File: src/rtl/wb_write_queue_pkg.sv
// Shared constants and queue entry type for the writeback write queue.
// Sized for the 8x16 register file.
package wbq_pkg;

    localparam int unsigned DATA_W   = 16;
    localparam int unsigned ADDR_W   = 3;
    localparam int unsigned NUM_REGS = 8;

    typedef struct packed {
        logic              valid;
        logic [ADDR_W-1:0] rreg;
        logic [DATA_W-1:0] data;
    } wbq_entry_t;

endpackage

File: src/rtl/wb_write_queue_if.sv
// Producer handshake, register file write port and forwarding read paths.
// The slave modport is the queue; master is the surrounding pipeline.
interface wb_write_queue_if #(
    parameter int unsigned DATA_W = wbq_pkg::DATA_W,
    parameter int unsigned ADDR_W = wbq_pkg::ADDR_W
);

    logic              in_valid;
    logic              in_ready;
    logic [ADDR_W-1:0] in_reg;
    logic [DATA_W-1:0] in_data;
    logic              rf_stall;
    logic              rf_write_en;
    logic [ADDR_W-1:0] rf_wreg;
    logic [DATA_W-1:0] rf_writedata;
    logic [ADDR_W-1:0] rd_rega;
    logic [ADDR_W-1:0] rd_regb;
    logic [DATA_W-1:0] rf_read1;
    logic [DATA_W-1:0] rf_read2;
    logic [DATA_W-1:0] read1;
    logic [DATA_W-1:0] read2;
    logic              hit_a;
    logic              hit_b;

    modport slave (
        input  in_valid, in_reg, in_data, rf_stall,
        input  rd_rega, rd_regb, rf_read1, rf_read2,
        output in_ready, rf_write_en, rf_wreg, rf_writedata,
        output read1, read2, hit_a, hit_b
    );

    modport master (
        output in_valid, in_reg, in_data, rf_stall,
        output rd_rega, rd_regb, rf_read1, rf_read2,
        input  in_ready, rf_write_en, rf_wreg, rf_writedata,
        input  read1, read2, hit_a, hit_b
    );

endinterface

File: src/rtl/wb_write_queue_fwd_mux.sv
// Youngest-match forwarding select for one read port.
// Entries arrive ordered oldest (index 0) to youngest, so the last match wins.
module wbq_fwd_mux
    import wbq_pkg::*;
#(
    parameter int unsigned DEPTH = 4
) (
    input  wbq_entry_t [DEPTH-1:0] entries_i,
    input  logic [ADDR_W-1:0]      rreg_i,
    input  logic [DATA_W-1:0]      rf_data_i,
    output logic [DATA_W-1:0]      data_o,
    output logic                   hit_o
);

    always_comb begin
        data_o = rf_data_i;
        hit_o  = 1'b0;
        for (int unsigned k = 0; k < DEPTH; k++) begin
            if (entries_i[k].valid && (entries_i[k].rreg == rreg_i)) begin
                data_o = entries_i[k].data;
                hit_o  = 1'b1;
            end
        end
    end

endmodule

File: src/rtl/wb_write_queue.sv
// In-order writeback write queue with read-path forwarding.
// Define WBQ_COALESCE_EN to merge a push into the youngest entry for the same register.
module wb_write_queue
    import wbq_pkg::*;
#(
    parameter int unsigned DEPTH  = 4,
    parameter int unsigned DATA_W = wbq_pkg::DATA_W,
    parameter int unsigned ADDR_W = wbq_pkg::ADDR_W
) (
    input  logic             clk,
    input  logic             rst_n,
    wb_write_queue_if.slave  bus
);

    localparam int unsigned PTR_W = $clog2(DEPTH);
    localparam int unsigned CNT_W = PTR_W + 1;

    wbq_entry_t [DEPTH-1:0] mem_q, mem_d;
    wbq_entry_t [DEPTH-1:0] age_ord;
    logic [PTR_W-1:0]       head_q, head_d;
    logic [PTR_W-1:0]       tail_q, tail_d;
    logic [PTR_W-1:0]       young_idx;
    logic [CNT_W-1:0]       count_q, count_d;
    logic                   empty, full, push, pop, coalesce;
    wbq_entry_t             head_e;
    logic [ADDR_W-1:0]      wreg;
    logic [DATA_W-1:0]      wdata;

    assign empty     = (count_q == '0);
    assign full      = (count_q == CNT_W'(DEPTH));
    assign push      = bus.in_valid && !full;
    assign pop       = !empty && !bus.rf_stall;
    assign head_e    = mem_q[head_q];
    assign young_idx = tail_q - PTR_W'(1);

`ifdef WBQ_COALESCE_EN
    // A youngest entry that is also the head being popped has already left the queue.
    assign coalesce = push && !empty && (mem_q[young_idx].rreg == bus.in_reg)
                      && !(pop && (count_q == CNT_W'(1)));
`else
    assign coalesce = 1'b0;
`endif

    assign wreg  = empty ? '0 : head_e.rreg;
    assign wdata = empty ? '0 : head_e.data;

    assign bus.in_ready     = !full;
    assign bus.rf_write_en  = pop;
    assign bus.rf_wreg      = wreg;
    assign bus.rf_writedata = wdata;

    always_comb begin
        mem_d   = mem_q;
        head_d  = head_q;
        tail_d  = tail_q;
        count_d = count_q;
        if (pop) begin
            mem_d[head_q].valid = 1'b0;
            head_d              = head_q + PTR_W'(1);
        end
        if (push) begin
            if (coalesce) begin
                mem_d[young_idx].data = bus.in_data;
            end else begin
                mem_d[tail_q].valid = 1'b1;
                mem_d[tail_q].rreg  = bus.in_reg;
                mem_d[tail_q].data  = bus.in_data;
                tail_d              = tail_q + PTR_W'(1);
            end
        end
        case ({push && !coalesce, pop})
            2'b10:   count_d = count_q + CNT_W'(1);
            2'b01:   count_d = count_q - CNT_W'(1);
            default: count_d = count_q;
        endcase
    end

    always_ff @(posedge clk or negedge rst_n) begin
        if (!rst_n) begin
            mem_q   <= '0;
            head_q  <= '0;
            tail_q  <= '0;
            count_q <= '0;
        end else begin
            mem_q   <= mem_d;
            head_q  <= head_d;
            tail_q  <= tail_d;
            count_q <= count_d;
        end
    end

    // Oldest-first view; the head stays in it while its write is in flight.
    always_comb begin
        for (int unsigned k = 0; k < DEPTH; k++) begin
            age_ord[k] = mem_q[head_q + PTR_W'(k)];
        end
    end

    wbq_fwd_mux #(.DEPTH(DEPTH)) u_fwd_a (
        .entries_i (age_ord),
        .rreg_i    (bus.rd_rega),
        .rf_data_i (bus.rf_read1),
        .data_o    (bus.read1),
        .hit_o     (bus.hit_a)
    );

    wbq_fwd_mux #(.DEPTH(DEPTH)) u_fwd_b (
        .entries_i (age_ord),
        .rreg_i    (bus.rd_regb),
        .rf_data_i (bus.rf_read2),
        .data_o    (bus.read2),
        .hit_o     (bus.hit_b)
    );

endmodule

File: src/flat_wrapper.sv
// flat-port wrapper written by rule: the top's interface ports become plain ports
module wb_write_queue_flat import wbq_pkg::*;
#(
    parameter int unsigned DEPTH  = 4,
    parameter int unsigned DATA_W = wbq_pkg::DATA_W,
    parameter int unsigned ADDR_W = wbq_pkg::ADDR_W
)
  (clk, rst_n, bus_in_valid, bus_in_reg, bus_in_data, bus_rf_stall, bus_rd_rega, bus_rd_regb, bus_rf_read1, bus_rf_read2, bus_in_ready, bus_rf_write_en, bus_rf_wreg, bus_rf_writedata, bus_read1, bus_read2, bus_hit_a, bus_hit_b);
  wb_write_queue_if #(.DATA_W(DATA_W), .ADDR_W(ADDR_W)) bus_i ();
  input  logic clk;
  input  logic rst_n;
  input wire logic [$bits(bus_i.in_valid)-1:0] bus_in_valid;
  input wire logic [$bits(bus_i.in_reg)-1:0] bus_in_reg;
  input wire logic [$bits(bus_i.in_data)-1:0] bus_in_data;
  input wire logic [$bits(bus_i.rf_stall)-1:0] bus_rf_stall;
  input wire logic [$bits(bus_i.rd_rega)-1:0] bus_rd_rega;
  input wire logic [$bits(bus_i.rd_regb)-1:0] bus_rd_regb;
  input wire logic [$bits(bus_i.rf_read1)-1:0] bus_rf_read1;
  input wire logic [$bits(bus_i.rf_read2)-1:0] bus_rf_read2;
  output wire logic [$bits(bus_i.in_ready)-1:0] bus_in_ready;
  output wire logic [$bits(bus_i.rf_write_en)-1:0] bus_rf_write_en;
  output wire logic [$bits(bus_i.rf_wreg)-1:0] bus_rf_wreg;
  output wire logic [$bits(bus_i.rf_writedata)-1:0] bus_rf_writedata;
  output wire logic [$bits(bus_i.read1)-1:0] bus_read1;
  output wire logic [$bits(bus_i.read2)-1:0] bus_read2;
  output wire logic [$bits(bus_i.hit_a)-1:0] bus_hit_a;
  output wire logic [$bits(bus_i.hit_b)-1:0] bus_hit_b;
  assign bus_i.in_valid = bus_in_valid;
  assign bus_i.in_reg = bus_in_reg;
  assign bus_i.in_data = bus_in_data;
  assign bus_i.rf_stall = bus_rf_stall;
  assign bus_i.rd_rega = bus_rd_rega;
  assign bus_i.rd_regb = bus_rd_regb;
  assign bus_i.rf_read1 = bus_rf_read1;
  assign bus_i.rf_read2 = bus_rf_read2;
  assign bus_in_ready = bus_i.in_ready;
  assign bus_rf_write_en = bus_i.rf_write_en;
  assign bus_rf_wreg = bus_i.rf_wreg;
  assign bus_rf_writedata = bus_i.rf_writedata;
  assign bus_read1 = bus_i.read1;
  assign bus_read2 = bus_i.read2;
  assign bus_hit_a = bus_i.hit_a;
  assign bus_hit_b = bus_i.hit_b;
  wb_write_queue #(.DEPTH(DEPTH), .DATA_W(DATA_W), .ADDR_W(ADDR_W)) u_core (.clk(clk), .rst_n(rst_n), .bus(bus_i));
endmodule
File: config.mk
export PLATFORM = sky130hd
export DESIGN_NAME = wb_write_queue_flat
export DESIGN_NICKNAME = d
export VERILOG_FILES = /design/src/rtl/wb_write_queue_pkg.sv /design/src/rtl/wb_write_queue_if.sv /design/src/rtl/wb_write_queue_fwd_mux.sv /design/src/rtl/wb_write_queue.sv /design/src/flat_wrapper.sv
export SDC_FILE = /design/constraint.sdc
export NUM_CORES = 1
export LEC_CHECK = 0
export CAP_MARGIN = 0
export CORE_ASPECT_RATIO = 1.25
export CORE_UTILIZATION = 60
export CTS_CLUSTER_SIZE = 8
export DETAILED_ROUTE_END_ITERATION = 8
export GPL_TIMING_DRIVEN = 0
export PLACE_DENSITY = 0.86
export SYNTH_ARGS = -nofsm -noshare
export SYNTH_HDL_FRONTEND = slang
export SYNTH_SLANG_ARGS = --single-unit
File: constraint.sdc
create_clock -name clk -period 7.2 [get_ports clk]
set_clock_uncertainty 0.05 [all_clocks]
set_input_delay 0.72 -clock clk [delete_from_list [all_inputs] [get_ports clk]]
set_output_delay 0.72 -clock clk [all_outputs]
set_load 0.01 [all_outputs]
==> results.yml <==
outcome:
  status: "completed"
clocking:
  clock_path_buffers: 2
  htreeDepth: 3
  clkTransAtPathRegs_ps: 60
  ctsHoldBuffers: 0
  cts_setup_buffers: 0
  post_cts_resized: 0
  clk_latency_ps: 340
  clock-sinks: 87
  root_buffer: "clkbuf_16"
  cts_tree: "built"
  cts_buffers: 9
final_layout:
  diodes: 0
  area_delta_synth_final_pct: 21.74
  final_nets: 851
  drive_above_1_share_pct: 27.13
  final_common_cell: "clkdlybuf4s50_1"
  most-common-layout-cells: "clkdlybuf4s50_1, dfrtp_1, mux2_2"
  design_area_um2: 9193
setup_path:
  cp-startpoint: "u_core.head_q[0]"
  cp_num_cells: 16
  slowest_delay_ps: 590
  critPathMostFrequentCell: "buf_4"
  crit_type: "flop to output port"
  r2r_setup_slack_ps: 2980
  timing.rr.end: "u_core.head_q[1]"
  crit_end: "bus_read1[12]"
  cp.required_ps: 6430
  slowest_stage: "clkdlybuf4s50_1"
  rr_worst_depth: 13
  path_buf_inv: 10
  path_max_fanout: 10
  arrival_ps: 5420
  crit_chain: "buf_6 > buf_4 > buf_4 > buf_2 > buf_2 > inv_1 > ha_1 > buf_4 > buf_4 > mux4_2 > xnor2_1 > nand4_1 > clkbuf_1 > o211ai_1 > o211ai_1 > clkdlybuf4s50_1"
  r2r-start: "u_core.head_q[0]"
  cp-start-kind: "flop"
  end_kind: "output port"
  critical_path.top_delay_family: "buffers and inverters"
global_routing:
  grt_pass1_wl_um: 37650
  grt_max_degree: 80
  grt_pass1_vias: 6565
  antenna_found_initial: 0
  gr-usage-all-layers_pct: 39.34
  overflow: 0
die:
  fp.dieW_um: 102.3
  die_h_um: 127.4
  boundaryPins: 116
  num_rows: 45
  start_util_pct: 61.80
  core_area_um2: 12220
  die_area_um2: 13040
synthesis:
  synth-main-ff-cell: "dfrtp_1"
  netlist_area_um2: 7551
  synth_edf_count: 0
  syn_avg_cell_area_um2: 11.46
  synth_fp_nets: 730
  synth-seq-cells: 87
  synth.area.top_cells: "dfrtp_1, mux4_2, mux2_2, nand2_1, xnor2_1"
  yosys.area.top_type_share_pct: 28.83
  synth_cell_type_count: 42
  ys_warn_count: 0
  synth_area_leader_cell: "dfrtp_1"
  ys_async_sr_fraction_pct: 100.0
  seq_area_frac_synth_pct: 28.83
  syn_inst: 659
sta:
  fin_ws_ps: 1008
  fin_crit_sh_pct: 86.00
  finalSetupViolCount: 0
  slew_headroom_pct: 21.80
  fmax_ghz: 0.1615
  hold_ws_ps: 152.9
  rsz0062_at_grt: "no"
  worst_pin_slew_ps: 1163
  period_minus_slack_ps: 6192
  tns_ps: 0
  hold_violations: 0
  drv_slew: 0
placement:
  gp_congestion: 0.9432
  dp_hpwl_um: 18880
  post-place-ws_ps: 1456
  placed_area_um2: 8872
  port_buffers: 109
drt:
  route.detailed.drc: 0
  wl_um: 24490
  wl_per_cell_um: 25.80
  vias: 6588
  via_per_inst: 6.942
  antenna_left: 0
  dr.pass1.iters: 6
  drt_iter0_drc: 858
hold_path:
  hold_path_class: "input pin to async pin"
run:
  maxCapViolations: 0
layout make-up:
class / instances / area, µm²
Tap cell: 164 / 205.2
Multi-Input combinational cell: 494 / 4997
Fill cell: 771 / 3025
Clock inverter: 7 / 95.09
Sequential cell: 87 / 2177
Clock buffer: 9 / 225.2
Inverter: 20 / 75.07
Buffer: 58 / 301.5
Timing Repair Buffer: 110 / 1116
stage by stage:
stage	std cells	utilization, %
after floorplan	659	-
final	949	75.24
after global routing	949	75.24
after global placement	932	72.41
after detailed placement	933	72.62
after CTS	949	75.24
synthesized netlist by cell type (all sizes together) (14+ instances only):
| cell type | number |
|---|---|
| buf | 33 |
| xnor2 | 24 |
| nor2 | 22 |
| nor4 | 17 |
| o21ai | 14 |
| dfrtp | 87 |
| nor2b | 19 |
| clkbuf | 25 |
| o211ai | 20 |
| mux2 | 77 |
| mux4 | 79 |
| inv | 20 |
| nand2 | 61 |
| o31ai | 18 |
| nor3 | 14 |
worst min-delay path by stage:
stage	startpoint	slack, ps	depth (start not counted)	endpoint
2_1_floorplan	rst_n	370	0	u_core.count_q[0]
3_3_place_gp	u_core.count_q[2]	430	1	u_core.count_q[2]
3_5_place_dp	u_core.count_q[0]	440	1	u_core.count_q[0]
4_1_cts	rst_n	150	1	u_core.mem_q[46]
5_1_grt	rst_n	150	1	u_core.mem_q[46]
6_report	rst_n	150	1	u_core.mem_q[43]
registers in the layout, indices dropped and copies added, names as in the netlist:
register and cells:
u_core.tail_q 2, u_core.mem_q 80, u_core.head_q 2, u_core.count_q 3
kinds of logic after synthesis:
| kind of cell | Yosys count | synth area share, % |
|---|---|---|
| compound gates | 108 | 11.52 |
| xor+xnor | 36 | 4.772 |
| fa+ha+maj | 10 | 1.756 |
| buf+inv | 78 | 4.988 |
| flops | 87 | 28.83 |
| mux | 166 | 36.52 |
| simple gates | 174 | 11.62 |
routing by layer:
metal | part of all wire, % | global-route usage [%]
met1 | 38 | 54.43
met2 | 48 | 62.34
met3 | 10 | 5.963
met4 | 3.4 | 16.22
met5 | 0 | 0
worst reg2reg max path: stages, from the launching register on:
cell,delay [ps]
dfrtp_1,410
buf_6,190
buf_4,220
buf_4,250
buf_2,370
buf_2,370
inv_1,160
ha_1,330
buf_4,160
buf_4,220
buf_1,540
clkbuf_1,630
nand2_1,100
o21ai_0,130
Power is not shown: default switching activity piles up to over one toggle a cycle in this logic, so the estimate is an artifact.
